===== src/rtl/lfsr_prng_gen.sv =====
// lfsr_prng_gen: parametrised LFSR pseudo-random generator (Galois or
// Fibonacci form) with multi-step advance, runtime seeding with zero-seed
// substitution, period measurement and a valid/ready output handshake.
module lfsr_prng_gen #(
    parameter int unsigned      WIDTH = 16,
    parameter logic [WIDTH-1:0] TAPS  = WIDTH'(16'h002D),
    parameter int unsigned      MODE  = 0,
    parameter int unsigned      STEPS = 1,
    parameter logic [WIDTH-1:0] SEED  = {WIDTH{1'b1}}
) (
    input  logic             clk,
    input  logic             reset,
    input  logic             lfsr_enable,
    input  logic             seed_load,
    input  logic [WIDTH-1:0] seed_value,
    output logic [WIDTH-1:0] prn,
    output logic             prn_valid,
    input  logic             prn_ready,
    output logic             seed_err,
    output logic             wrap_pulse,
    output logic [WIDTH-1:0] period_len
);

    // Galois form: shift left, fold the tap mask in when the MSB falls out.
    function automatic logic [WIDTH-1:0] galois_step(input logic [WIDTH-1:0] s);
        logic [WIDTH-1:0] t;
        t = {s[WIDTH-2:0], 1'b0};
        if (s[WIDTH-1]) begin
            t = t ^ TAPS;
        end
        return t;
    endfunction

    // Fibonacci form: feedback bit is the MSB XORed with every tapped
    // stage; the x^k term of the mask reads stage k-1.
    function automatic logic [WIDTH-1:0] fib_step(input logic [WIDTH-1:0] s);
        logic fb;
        fb = s[WIDTH-1];
        for (int k = 1; k < int'(WIDTH); k++) begin
            if (TAPS[k]) begin
                fb = fb ^ s[k-1];
            end
        end
        return {s[WIDTH-2:0], fb};
    endfunction

    logic [WIDTH-1:0] prn_q,        prn_d;
    logic             prn_valid_q,  prn_valid_d;
    logic [WIDTH-1:0] start_q,      start_d;
    logic [WIDTH-1:0] count_q,      count_d;
    logic [WIDTH-1:0] period_q,     period_d;
    logic             seed_err_q,   seed_err_d;
    logic             wrap_q,       wrap_d;

    logic [WIDTH-1:0] stepped;
    logic [WIDTH-1:0] seed_eff;
    logic             seed_zero;
    logic             adv;

    // Unrolled next state: STEPS applications of the single-step function.
    always_comb begin
        stepped = prn_q;
        for (int i = 0; i < int'(STEPS); i++) begin
            if (MODE == 0) begin
                stepped = galois_step(stepped);
            end else begin
                stepped = fib_step(stepped);
            end
        end
    end

    // Zero seed would lock the register, so it is replaced by SEED.
    always_comb begin
        seed_zero = (seed_value == '0);
        seed_eff  = seed_zero ? SEED : seed_value;
        // Advance only when the output slot is free or being consumed now,
        // so a stalled value is never overwritten.
        adv       = lfsr_enable && !seed_load && (!prn_valid_q || prn_ready);
    end

    // Next-state logic: seed load beats advance; pulses default low.
    always_comb begin
        prn_d       = prn_q;
        prn_valid_d = prn_valid_q;
        start_d     = start_q;
        count_d     = count_q;
        period_d    = period_q;
        seed_err_d  = 1'b0;
        wrap_d      = 1'b0;
        if (seed_load) begin
            prn_d       = seed_eff;
            start_d     = seed_eff;
            prn_valid_d = 1'b0;
            count_d     = '0;
            seed_err_d  = seed_zero;
        end else if (adv) begin
            prn_d       = stepped;
            prn_valid_d = 1'b1;
            if (stepped == start_q) begin
                // count holds advances since the last start-seed hit minus one.
                wrap_d   = 1'b1;
                period_d = count_q + WIDTH'(1);
                count_d  = '0;
            end else begin
                count_d  = count_q + WIDTH'(1);
            end
        end else if (prn_valid_q && prn_ready) begin
            prn_valid_d = 1'b0;
        end
    end

    // State registers with synchronous reset.
    always_ff @(posedge clk) begin
        if (reset) begin
            prn_q       <= SEED;
            prn_valid_q <= 1'b0;
            start_q     <= SEED;
            count_q     <= '0;
            period_q    <= '0;
            seed_err_q  <= 1'b0;
            wrap_q      <= 1'b0;
        end else begin
            prn_q       <= prn_d;
            prn_valid_q <= prn_valid_d;
            start_q     <= start_d;
            count_q     <= count_d;
            period_q    <= period_d;
            seed_err_q  <= seed_err_d;
            wrap_q      <= wrap_d;
        end
    end

    assign prn        = prn_q;
    assign prn_valid  = prn_valid_q;
    assign seed_err   = seed_err_q;
    assign wrap_pulse = wrap_q;
    assign period_len = period_q;

endmodule

===== config.mk =====
export PLATFORM = sky130hd
export DESIGN_NAME = lfsr_prng_gen
export DESIGN_NICKNAME = d
export VERILOG_FILES = /design/src/rtl/lfsr_prng_gen.sv
export SDC_FILE = /design/constraint.sdc
export NUM_CORES = 1
export LEC_CHECK = 0
export CAP_MARGIN = 10
export CORE_ASPECT_RATIO = 0.75
export CORE_UTILIZATION = 58
export CTS_BUF_LIST = sky130_fd_sc_hd__clkbuf_8
export DETAILED_ROUTE_END_ITERATION = 7
export GPL_TIMING_DRIVEN = 0
export PLACE_DENSITY = 0.95
export SETUP_SLACK_MARGIN = 0.02
export SLEW_MARGIN = 20
export SYNTH_ARGS = -nofsm -noshare
export SYNTH_HDL_FRONTEND = slang
export SYNTH_SLANG_ARGS = --single-unit

===== constraint.sdc =====
create_clock -name clk -period 4 [get_ports clk]
set_input_delay 1.2 -clock clk [delete_from_list [all_inputs] [get_ports clk]]
set_output_delay 1.2 -clock clk [all_outputs]
set_load 0.01 [all_outputs]

* After elaboration in Yosys (flattened, before gate mapping)
Cells that the tools add are included.
** Storage, ports and cells
- Flip-flop bits (word level) :: 67
** Operators by class
- Add/sub/neg operators :: 1
- Eq/ne operators :: 1
- Bitwise logic cells :: 3
- Mux-type cells :: 8
- Reductions and logical operators :: 13
** Operators by type and width (count)
- $mux W16 :: 4
- $add A16 B1 Y16 const B :: 1
- $eq A16 B16 Y1 :: 1
- $logic_not A16 Y1 :: 1
- $mux W6 :: 1
- $not A4 Y4 :: 1
- $reduce_bool A2 Y1 :: 2
- $reduce_or A2 Y1 :: 2
- $logic_and A1 B1 Y1 :: 3
- $mux W1 :: 3
- $reduce_and A3 Y1 :: 1
- $reduce_or A3 Y1 :: 1
- $logic_not A1 Y1 :: 2
- $not A1 Y1 :: 2
- $logic_or A1 B1 Y1 :: 1

* Logic depth before layout (Yosys ltp)
Gate-level depths: netlist of the first run.
- Word-level depth :: 5
- Gate-level depth with buffers :: 8
- Mapped depth without buffers :: 7

* Worst setup path before layout of the first run
Ideal clock, no wire load.
- Path kind :: in2reg
- From :: input prn_ready
- To :: register period_q[2], in the netlist period_len[2]
- Setup time :: 140 ps
- Data required time :: 3860 ps
- Buffers on the path :: 2
- Setup slack :: 1281 ps
- Arrival :: 2578 ps
- Stages :: 7
- Cells stage by stage :: nand2b_1 -> and2_1 -> clkbuf_1 -> nand2b_1 -> nor4_4 -> buf_4 -> a211oi_1
** On the way
- Word-level cells in the longest chain between the ends :: 3
** RTL lines
- start, declared :: line 18 : input logic prn_ready,
- $logic_or A1 B1 Y1 :: line 78 : adv = lfsr_enable && !seed_load && (!prn_valid_q || prn_ready);
- $logic_and A1 B1 Y1 :: line 78
- $reduce_and A3 Y1 (no source line)
- end signal, assigned :: line 127 : period_q <= period_d;
- end, declared :: line 51 : logic [WIDTH-1:0] period_q, period_d;
No other way between the ends.
A chain may end at the register's enable or synchronous reset.

* Worst setup path after layout of the first run
- From :: input prn_ready
- To :: register period_q[5], in the netlist period_len[5]
The elaborated chain is that of the path after synthesis.

==> results of run 1 <==
cells by family after synthesis:
group / after synthesis / synth area share (%)
multiplexers: 8 / 2.57
flip-flops: 67 / 43.0
buffers and inverters: 25 / 3.41
adder cells (fa/ha/maj): 1 / 0.401
AND/OR/NAND/NOR: 171 / 25.6
XOR/XNOR: 32 / 8.99
AO/OA/AOI/OAI: 71 / 16.0
metrics by stage:
| stage | area (µm²) | util, % | hold slack, ns |
|---|---|---|---|
| 2_1_floorplan | 3120 | - | 0.444 |
| 3_3_place_gp | 3760 | 74.6 | 0.453 |
| 3_5_place_dp | 3760 | 74.6 | 0.472 |
| 4_1_cts | 3970 | 78.9 | 0.481 |
| 5_1_grt | 3970 | 78.9 | 0.501 |
| 6_report | 3970 | 78.9 | 0.477 |
layout by cell type, fill, tap and decap left out, types with 2 or more instances in the layout:
master | Yosys | routed
dfxtp_1 | 67 | 67
nor2_1 | 64 | 64
clkdlybuf4s50_1 | 0 | 55
nand2_1 | 51 | 51
o22ai_1 | 24 | 24
xor2_1 | 19 | 19
clkbuf_1 | 16 | 16
xnor2_1 | 13 | 13
clkbuf_8 | 0 | 13
and3_1 | 12 | 12
o21ai_0 | 12 | 12
nand3_1 | 11 | 11
a21oi_1 | 11 | 11
a211oi_2 | 9 | 9
mux2i_1 | 8 | 8
nor4_1 | 6 | 6
a22o_1 | 6 | 6
nor3_1 | 5 | 5
inv_1 | 3 | 4
o31ai_1 | 4 | 4
nor2b_1 | 4 | 4
a211oi_1 | 4 | 4
nand4_1 | 3 | 3
nand2b_1 | 2 | 2
and2_1 | 2 | 2
or3_1 | 2 | 2
nor4b_1 | 2 | 2
buf_1 | 2 | 2
path summary, 6_finish.rpt:
check                                    end                startpoint
setup / recovery  period_len[5]$_SDFFE_PP0P_                 prn_ready
hold / removal      count_q[15]$_SDFFE_PP0P_  count_q[15]$_SDFFE_PP0P_
setup reg to reg  period_len[5]$_SDFFE_PP0P_      prn[15]$_SDFFE_PP1P_
hold reg to reg     count_q[15]$_SDFFE_PP0P_  count_q[15]$_SDFFE_PP0P_
synth_stat cells (2+ instances only):
cell,count
dfxtp_1,67
nor2_1,64
nand2_1,51
o22ai_1,24
xor2_1,19
clkbuf_1,16
xnor2_1,13
and3_1,12
o21ai_0,12
a21oi_1,11
nand3_1,11
a211oi_2,9
mux2i_1,8
a22o_1,6
nor4_1,6
nor3_1,5
a211oi_1,4
nor2b_1,4
o31ai_1,4
inv_1,3
nand4_1,3
and2_1,2
buf_1,2
nand2b_1,2
nor4b_1,2
or3_1,2
layer usage:
metal  vias to the layer above  global-route usage, %  part of all wire, %
met4                         0                   14.4                  2.8
met1                      1470                   42.9                   41
li1                       1435                      -                    -
met5                         -                      0                    0
met2                       240                   49.0                   44
met3                        42                   11.2                   12
registers in the layout, summed over array words and instances, names as in the netlist:
register	flops
count_q	16
period_len	16
prn	16
prn_valid	1
seed_err	1
start_q	16
wrap_pulse	1
critical path, cell delays in order:
cell and delay, ns:
clkdlybuf4s50_1 0.45, nand2b_1 0.18, and2_1 0.17, clkbuf_1 0.31, nand2b_1 0.17, nor4_4 0.60
buf_6 0.24, nor2_1 0.07, a211oi_2 0.21
power breakdown:
part	internal, W	switching, W	total (W)	leakage, nW
clock	0.000351	0.000254	0.000605	0.113
sequential	0.000688	0.0000209	0.000708	0.547
combinational	0.0000809	0.000104	0.000185	0.797
layout make-up:
| class | instances | area, µm² | share of cell area, % |
|---|---|---|---|
| buffer | 21 | 91.3 | 2.30 |
| timing repair buffer | 55 | 551 | 13.9 |
| clock buffer | 13 | 179 | 4.50 |
| clock inverter | 2 | 33.8 | 0.850 |
| inverter | 4 | 15.0 | 0.378 |
| multi-input combinational | 283 | 1670 | 42.1 |
| tap | 72 | 90.1 | 2.27 |
| sequential | 67 | 1340 | 33.8 |
==> results.cfg, run 1 <==
[sta]
fin_crit_sh_pct = 83.5
max_slew_margin_pct = 48.3
rsz0062_at_grt = no
period_needed_ns = 3.34
setup_ws_ns = 0.661
final_max_slew_viol_count = 0
finalSetupTns_ns = 0
tightest_slew_ns = 0.769
fmax_ghz = 0.299
finalHoldViolations = 0
setup_viol = 0
finClkSkew_ns = 0.00807

[clocking]
cts_buffer_depth = 2
cts-resized-gates = 0
cts_sinks = 67
path_clk_slew_ns = 0.07
hold_buffers = 0
post_cts_buffers = 0
cts_root_buffer = clkbuf_8
clkLatencyLatePin_ns = 0.35
cts_buffers = 9
tritoncts = built
cts_max_level = 3

[power]
power.total_w = 0.00150
ir_drop_v = 0.000273
p_per_area_nw_per_um2 = 377
p_leak_nw = 1.46

[routing]
drc = 0
num_vias = 3187
finalWirelength_um = 8850
drt_iter0_drc = 451
ant_nets = 0
wl_per_cell_um = 17.1
viasPerCell = 6.16
dr.pass1.iters = 8

[global_routing]
grt_max_degree = 11
grt_pass1_vias = 2957
antenna_found_initial = 0
track_usage_pct = 32.8
grt_pass1_wl_um = 14200
grt.overflow.total = 0

[run]
maxCapViolCount = 0

[place]
port-buffer-count = 55
pre_cts_slack_ns = 0.343
place_congestion = 0.933
hpwl_um = 6040
placed_cells = 502

[floorplan]
die_area_um2 = 5680
die_w_um = 86.7
ios = 56
die_h_um = 65.5
start_util_pct = 61.9
coreArea_um2 = 5040
std_cell_rows = 22

[critical_path]
cp_data_required_time_ns = 4.26
reg2reg_depth = 8
crit_fanout = 10
crit_arrival_ns = 3.60
worstSetupPathType = in -> reg
reg2reg_slack_ns = 1.54
cp-start-kind = primary input
crit_path_end_kind = flip-flop

[layout]
antennaDiodeCount = 0
drive_gt1_share_pct = 7.19
syn_to_final_growth_pct = 27.4
layout.cells.non_filler = 517
nFillCells = 307
nets = 463

[logic_synthesis]
ys_types = 39
synth_edf_count = 0
yosys_warnings = 0
synthTopCellsByArea = dfxtp_1 43%, nor2_1 7.7%, nand2_1 6.1%, xor2_1 5.3%, o22ai_1 4.8%
synth_top_area_share_pct = 43.0
synth_nets = 397
netlist_area_um2 = 3120
postSynthAreaPerCell_um2 = 8.32
synthCells = 375
synth_top_flop_cell = dfxtp_1
ys_ff_latch = 67
synth_largest_area_cell = dfxtp_1
yosysSeqAreaShare_pct = 43.0
async_flop_share_pct = 0

[status]
outcome = completed

[worst_hold_path]
hold_depth = 2
hold_class = reg -> reg
Power figures use the tool's default switching activity.
==> inputs of run 2 (changes only) <==
Settings changed: CORE_UTILIZATION 58 to 49, PLACE_DENSITY 0.95 to 0.87.
Clock period 4 ns to 3 ns, I/O delays scaled along.
==> run 2 against run 1 <==
Non-clock buffer count rose by 2. Sequential share of layout area rose by 0.096 points. Global-route usage fell by 6.6 points. Worst hold slack got worse by 0.0054 ns. Register-to-register slack got worse by 0.83 ns. Clock power rose by 13%. Largest cell class unchanged.
==> results.cfg, run 2 (synthesis results as in run 1) <==
[worst_hold_path]
min_to = count_q[15]$_SDFFE_PP0P_
hold_depth = 2
hold_class = reg -> reg
min-delay-start = count_q[15]$_SDFFE_PP0P_

[clocking]
post_cts_buffers = 0
cts_sinks = 67
cts-resized-gates = 0
cts_root_buffer = clkbuf_8
cts_buffer_depth = 2
clkLatencyLatePin_ns = 0.35
cts_max_level = 3
tritoncts = built
cts_buffers = 9
hold_buffers = 0
path_clk_slew_ns = 0.06

[critical_path]
crit_path_end_kind = flip-flop
reg2reg_slack_ns = 0.71
worstSetupPathType = in -> reg
cp_cell_sequence = clkdlybuf4s50_1 -> nand2b_1 -> and2_1 -> clkbuf_1 -> nand2b_1 -> nor4_4 -> buf_4 -> buf_4 -> mux2i_1 -> nor2_1
rr_endpoint = count_q[5]$_SDFFE_PP0P_
crit_arrival_ns = 3.03
cp-start-kind = primary input
reg2reg_depth = 7
r2r_start = prn[15]$_SDFFE_PP1P_
max_stage_delay_ns = 0.45
critPathLaunch = prn_ready
cp_data_required_time_ns = 3.21
crit_fanout = 7
slowest_stage = clkdlybuf4s50_1

[sta]
rsz0062_at_grt = no
fin_crit_sh_pct = 93.9
finalHoldViolations = 0
final_max_slew_viol_count = 0
period_needed_ns = 2.82
finClkSkew_ns = 0.00933
tightest_slew_ns = 0.636
setup_ws_ns = 0.184
max_slew_margin_pct = 57.2
fmax_ghz = 0.355
setup_viol = 0

[floorplan]
start_util_pct = 52.2
die_w_um = 94.1
die_area_um2 = 6690
die_h_um = 71.1
std_cell_rows = 24
ios = 56
coreArea_um2 = 5980

[place]
pre_cts_slack_ns = -0.289
port-buffer-count = 55
dpl-instance-area_um2 = 3770
place_congestion = 0.926
hpwl_um = 6030

[global_routing]
track_usage_pct = 26.1
antenna_found_initial = 0
grt_pass1_wl_um = 13300
grt_pass1_vias = 2775
grt.overflow.total = 0
grt_max_degree = 11

[layout]
drive_gt1_share_pct = 7.61
syn_to_final_growth_pct = 27.0
antennaDiodeCount = 0
nets = 465
final_area_um2 = 3960
mostFrequentLayoutCells = 67 x dfxtp_1, 64 x nor2_1, 55 x clkdlybuf4s50_1
nFillCells = 464
final_common_cell = dfxtp_1

[routing]
drt_iter0_drc = 443
finalWirelength_um = 8240
drc = 0
num_vias = 3033
dr.pass1.iters = 6
ant_nets = 0
viasPerCell = 5.78
wl_per_cell_um = 15.7

[power]
ir_drop_v = 0.000310
p_leak_nw = 1.45
p_per_area_nw_per_um2 = 472

[run]
maxCapViolCount = 0

[status]
outcome = completed
run 2: cell types whose count changed in the layout (fill, tap and decap cells not counted), sizes merged:
cell    previous run  this run
buf                5         7
bufinv             1         0
clkbuf            29        28
clkinv             1         3
run 2: per-stage QoR:
stage / cells / TNS (ns) / power (W) / util, % / hold slack (ns)
6_report: 525 / 0 / 0.00187 / 66.3 / 0.472
5_1_grt: 525 / 0 / 0.00194 / 66.3 / 0.506
3_3_place_gp: 508 / -3.42 / 0.00119 / 63.0 / 0.453
3_5_place_dp: 508 / -3.68 / 0.00120 / 63.0 / 0.466
2_1_floorplan: 375 / 0 / 0.00109 / - / 0.444
4_1_cts: 523 / 0 / 0.00187 / 66.0 / 0.477
run 2: where the power goes:
| group | leakage [nW] | total [W] | internal [W] | switching (W) |
|---|---|---|---|---|
| Sequential | 0.547 | 0.000945 | 0.000917 | 0.0000282 |
| Clock | 0.0994 | 0.000684 | 0.000357 | 0.000327 |
| Combinational | 0.808 | 0.000241 | 0.000107 | 0.000133 |
run 2: worst max path at each step:
stage                                  endpoint
finish               period_len[1]$_SDFFE_PP0P_
global placement     period_len[2]$_SDFFE_PP0P_
detailed placement  period_len[11]$_SDFFE_PP0P_
CTS                 period_len[11]$_SDFFE_PP0P_
global route         period_len[1]$_SDFFE_PP0P_
floorplan            period_len[2]$_SDFFE_PP0P_
run 2: final cells by class:
type	count	area, µm²	area share [%]
clock buffers	12	165	4.17
clock inverters	3	13.8	0.347
inverters	4	15.0	0.379
plain buffers	21	91.3	2.31
multi-input cells	283	1670	42.2
repair buffers	57	566	14.3
flip-flops and latches	67	1340	33.9
well taps	78	97.6	2.46
run 2: metal layers:
layer  track usage [%]  part of all wire (%)
met5                 0                     0
met4              10.4                   1.9
met3              8.06                    11
met2              36.1                    43
met1              37.7                    44
run 2: critical path: cells and delay by family:
family	cells	cell delay [ns]
simple gates	5	0.83
mux	1	0.18
buf+inv	4	1.12
==> inputs of run 3 (changes only) <==
Settings changed: CORE_MARGIN set to 2.
==> run 3 against run 2 <==
Sequential share of layout area fell by 0.16 points. Setup slack improved by 0.0017 ns. Wire length rose by 4.9%. Worst hold slack improved by 0.0034 ns. Highest routed layer unchanged.
==> results.cfg, run 3 (synthesis results as in run 1) <==
[clocking]
path_clk_slew_ns = 0.07
cts_sinks = 67
clkLatencyLatePin_ns = 0.35
cts_buffer_depth = 2
cts-resized-gates = 0
cts_buffers = 9
cts_root_buffer = clkbuf_8
post_cts_buffers = 0
hold_buffers = 0
tritoncts = built
cts_max_level = 3

[critical_path]
crit_path_end_kind = flip-flop
cp_data_required_time_ns = 3.22
cp_cell_sequence = clkdlybuf4s50_1 -> nand2b_1 -> and2_1 -> clkbuf_1 -> nand2b_1 -> nor4_4 -> buf_4 -> buf_4 -> mux2i_1 -> nor2_1
crit_buf_inv = 4
max_stage_delay_ns = 0.45
worstSetupPathType = in -> reg
crit_fanout = 8
crit_family = buffers and inverters
reg2reg_depth = 7
cp-start-kind = primary input
path_depth = 10
slowest_stage = clkdlybuf4s50_1
crit_arrival_ns = 3.04

[routing]
viasPerCell = 5.82
num_vias = 3088
dr.pass1.iters = 5
drt_iter0_drc = 341
finalWirelength_um = 8650
wl_per_cell_um = 16.3
drc = 0
ant_nets = 0

[global_routing]
grt_pass1_vias = 2739
track_usage_pct = 24.9
grt_pass1_wl_um = 13200
antenna_found_initial = 0
grt.overflow.total = 0
grt_max_degree = 12

[layout]
final_area_um2 = 3980
syn_to_final_growth_pct = 27.6
final_common_cell = dfxtp_1
antennaDiodeCount = 0
mostFrequentLayoutCells = 67 x dfxtp_1, 64 x nor2_1, 55 x clkdlybuf4s50_1
layout.cells.non_filler = 531
drive_gt1_share_pct = 8.44
nets = 467
nFillCells = 514

[place]
hpwl_um = 6140
dpl-instance-area_um2 = 3770
port-buffer-count = 55
place_congestion = 0.944
placed_cells = 511

[worst_hold_path]
hold_class = reg -> reg
hold_depth = 2

[sta]
period_needed_ns = 2.81
rsz0062_at_grt = no
fmax_ghz = 0.355
final_max_slew_viol_count = 0
tightest_slew_ns = 0.633
finClkSkew_ns = 0.00747
fin_crit_sh_pct = 93.8
max_slew_margin_pct = 57.6
setup_viol = 0
finalHoldViolations = 0

[power]
clockPowerShare_pct = 36.7
p_sw_share_pct = 27.4
p_per_area_nw_per_um2 = 472
p_int_w = 0.00136
combPwrFrac_pct = 13.0
p_sw_w = 0.000515
p_leak_nw = 1.46
ir_drop_v = 0.000307
seqPwrFrac_pct = 50.3

[floorplan]
std_cell_rows = 25
coreArea_um2 = 6220
die_area_um2 = 7030
start_util_pct = 50.1
die_w_um = 96.1
ios = 56
die_h_um = 73.1

[status]
outcome = completed

[run]
maxCapViolCount = 0
## run 3: cell count changes in the layout (fill, tap and decap cells not counted), sizes merged
cell and change:
clkbuf -1, clkinvlp +1, inv -1, buf +2
clkinv +2
## run 3: worst paths after layout
kind	from	end	slack [ns]
worst max register to register	prn[15]$_SDFFE_PP1P_	count_q[2]$_SDFFE_PP0P_	0.62
worst min register to register	count_q[15]$_SDFFE_PP0P_	count_q[15]$_SDFFE_PP0P_	0.48
worst max-delay path	prn_ready	period_len[12]$_SDFFE_PP0P_	0.19
worst min-delay path	count_q[15]$_SDFFE_PP0P_	count_q[15]$_SDFFE_PP0P_	0.48
## run 3: cell type report
class,instances,area [µm²],area share (%)
repair buffers,59,581,14.6
inverters,4,15.0,0.377
multi-input cells,283,1670,42.0
flip-flops and latches,67,1340,33.7
plain buffers,21,91.3,2.29
well taps,81,101,2.55
clock inverters,5,27.5,0.692
clock buffers,11,151,3.80
## run 3: worst min-delay path, cell delays in order (launching register included)
cell     delay (ns)
dfxtp_1        0.32
nand2_1        0.06
a21oi_1        0.05
## run 3: power by group through the flow
stage,registers [W],logic (W),clock network (W)
final,0.000944,0.000244,0.000689
after floorplan,0.000964,0.000131,0
after global placement,0.000963,0.000231,0
after CTS,0.000943,0.000239,0.000692
after global routing,0.000947,0.000263,0.000728
after detailed placement,0.000964,0.000238,0
## run 3: stage by stage
step | power, W | utilization [%] | setup TNS [ns] | hold WS, ns | worst slack [ns]
floorplan | 0.00109 | - | 0 | 0.444 | 0.581
CTS | 0.00187 | 63.5 | 0 | 0.478 | 0.0486
global route | 0.00194 | 63.9 | 0 | 0.517 | 0.0198
finish | 0.00188 | 63.9 | 0 | 0.475 | 0.186
global placement | 0.00119 | 60.6 | -3.34 | 0.453 | -0.259
detailed placement | 0.00120 | 60.6 | -4.02 | 0.470 | -0.305
## run 3: layer usage
metal | global-route usage, % | share of wire, % | vias up | wire (µm)
li1 | - | - | 1442 | -
met1 | 34.4 | 44 | 1453 | 3840
met2 | 36.9 | 45 | 176 | 3860
met3 | 8.68 | 9.6 | 17 | 829
met4 | 7.14 | 1.4 | 0 | 123
met5 | 0 | 0 | - | 0
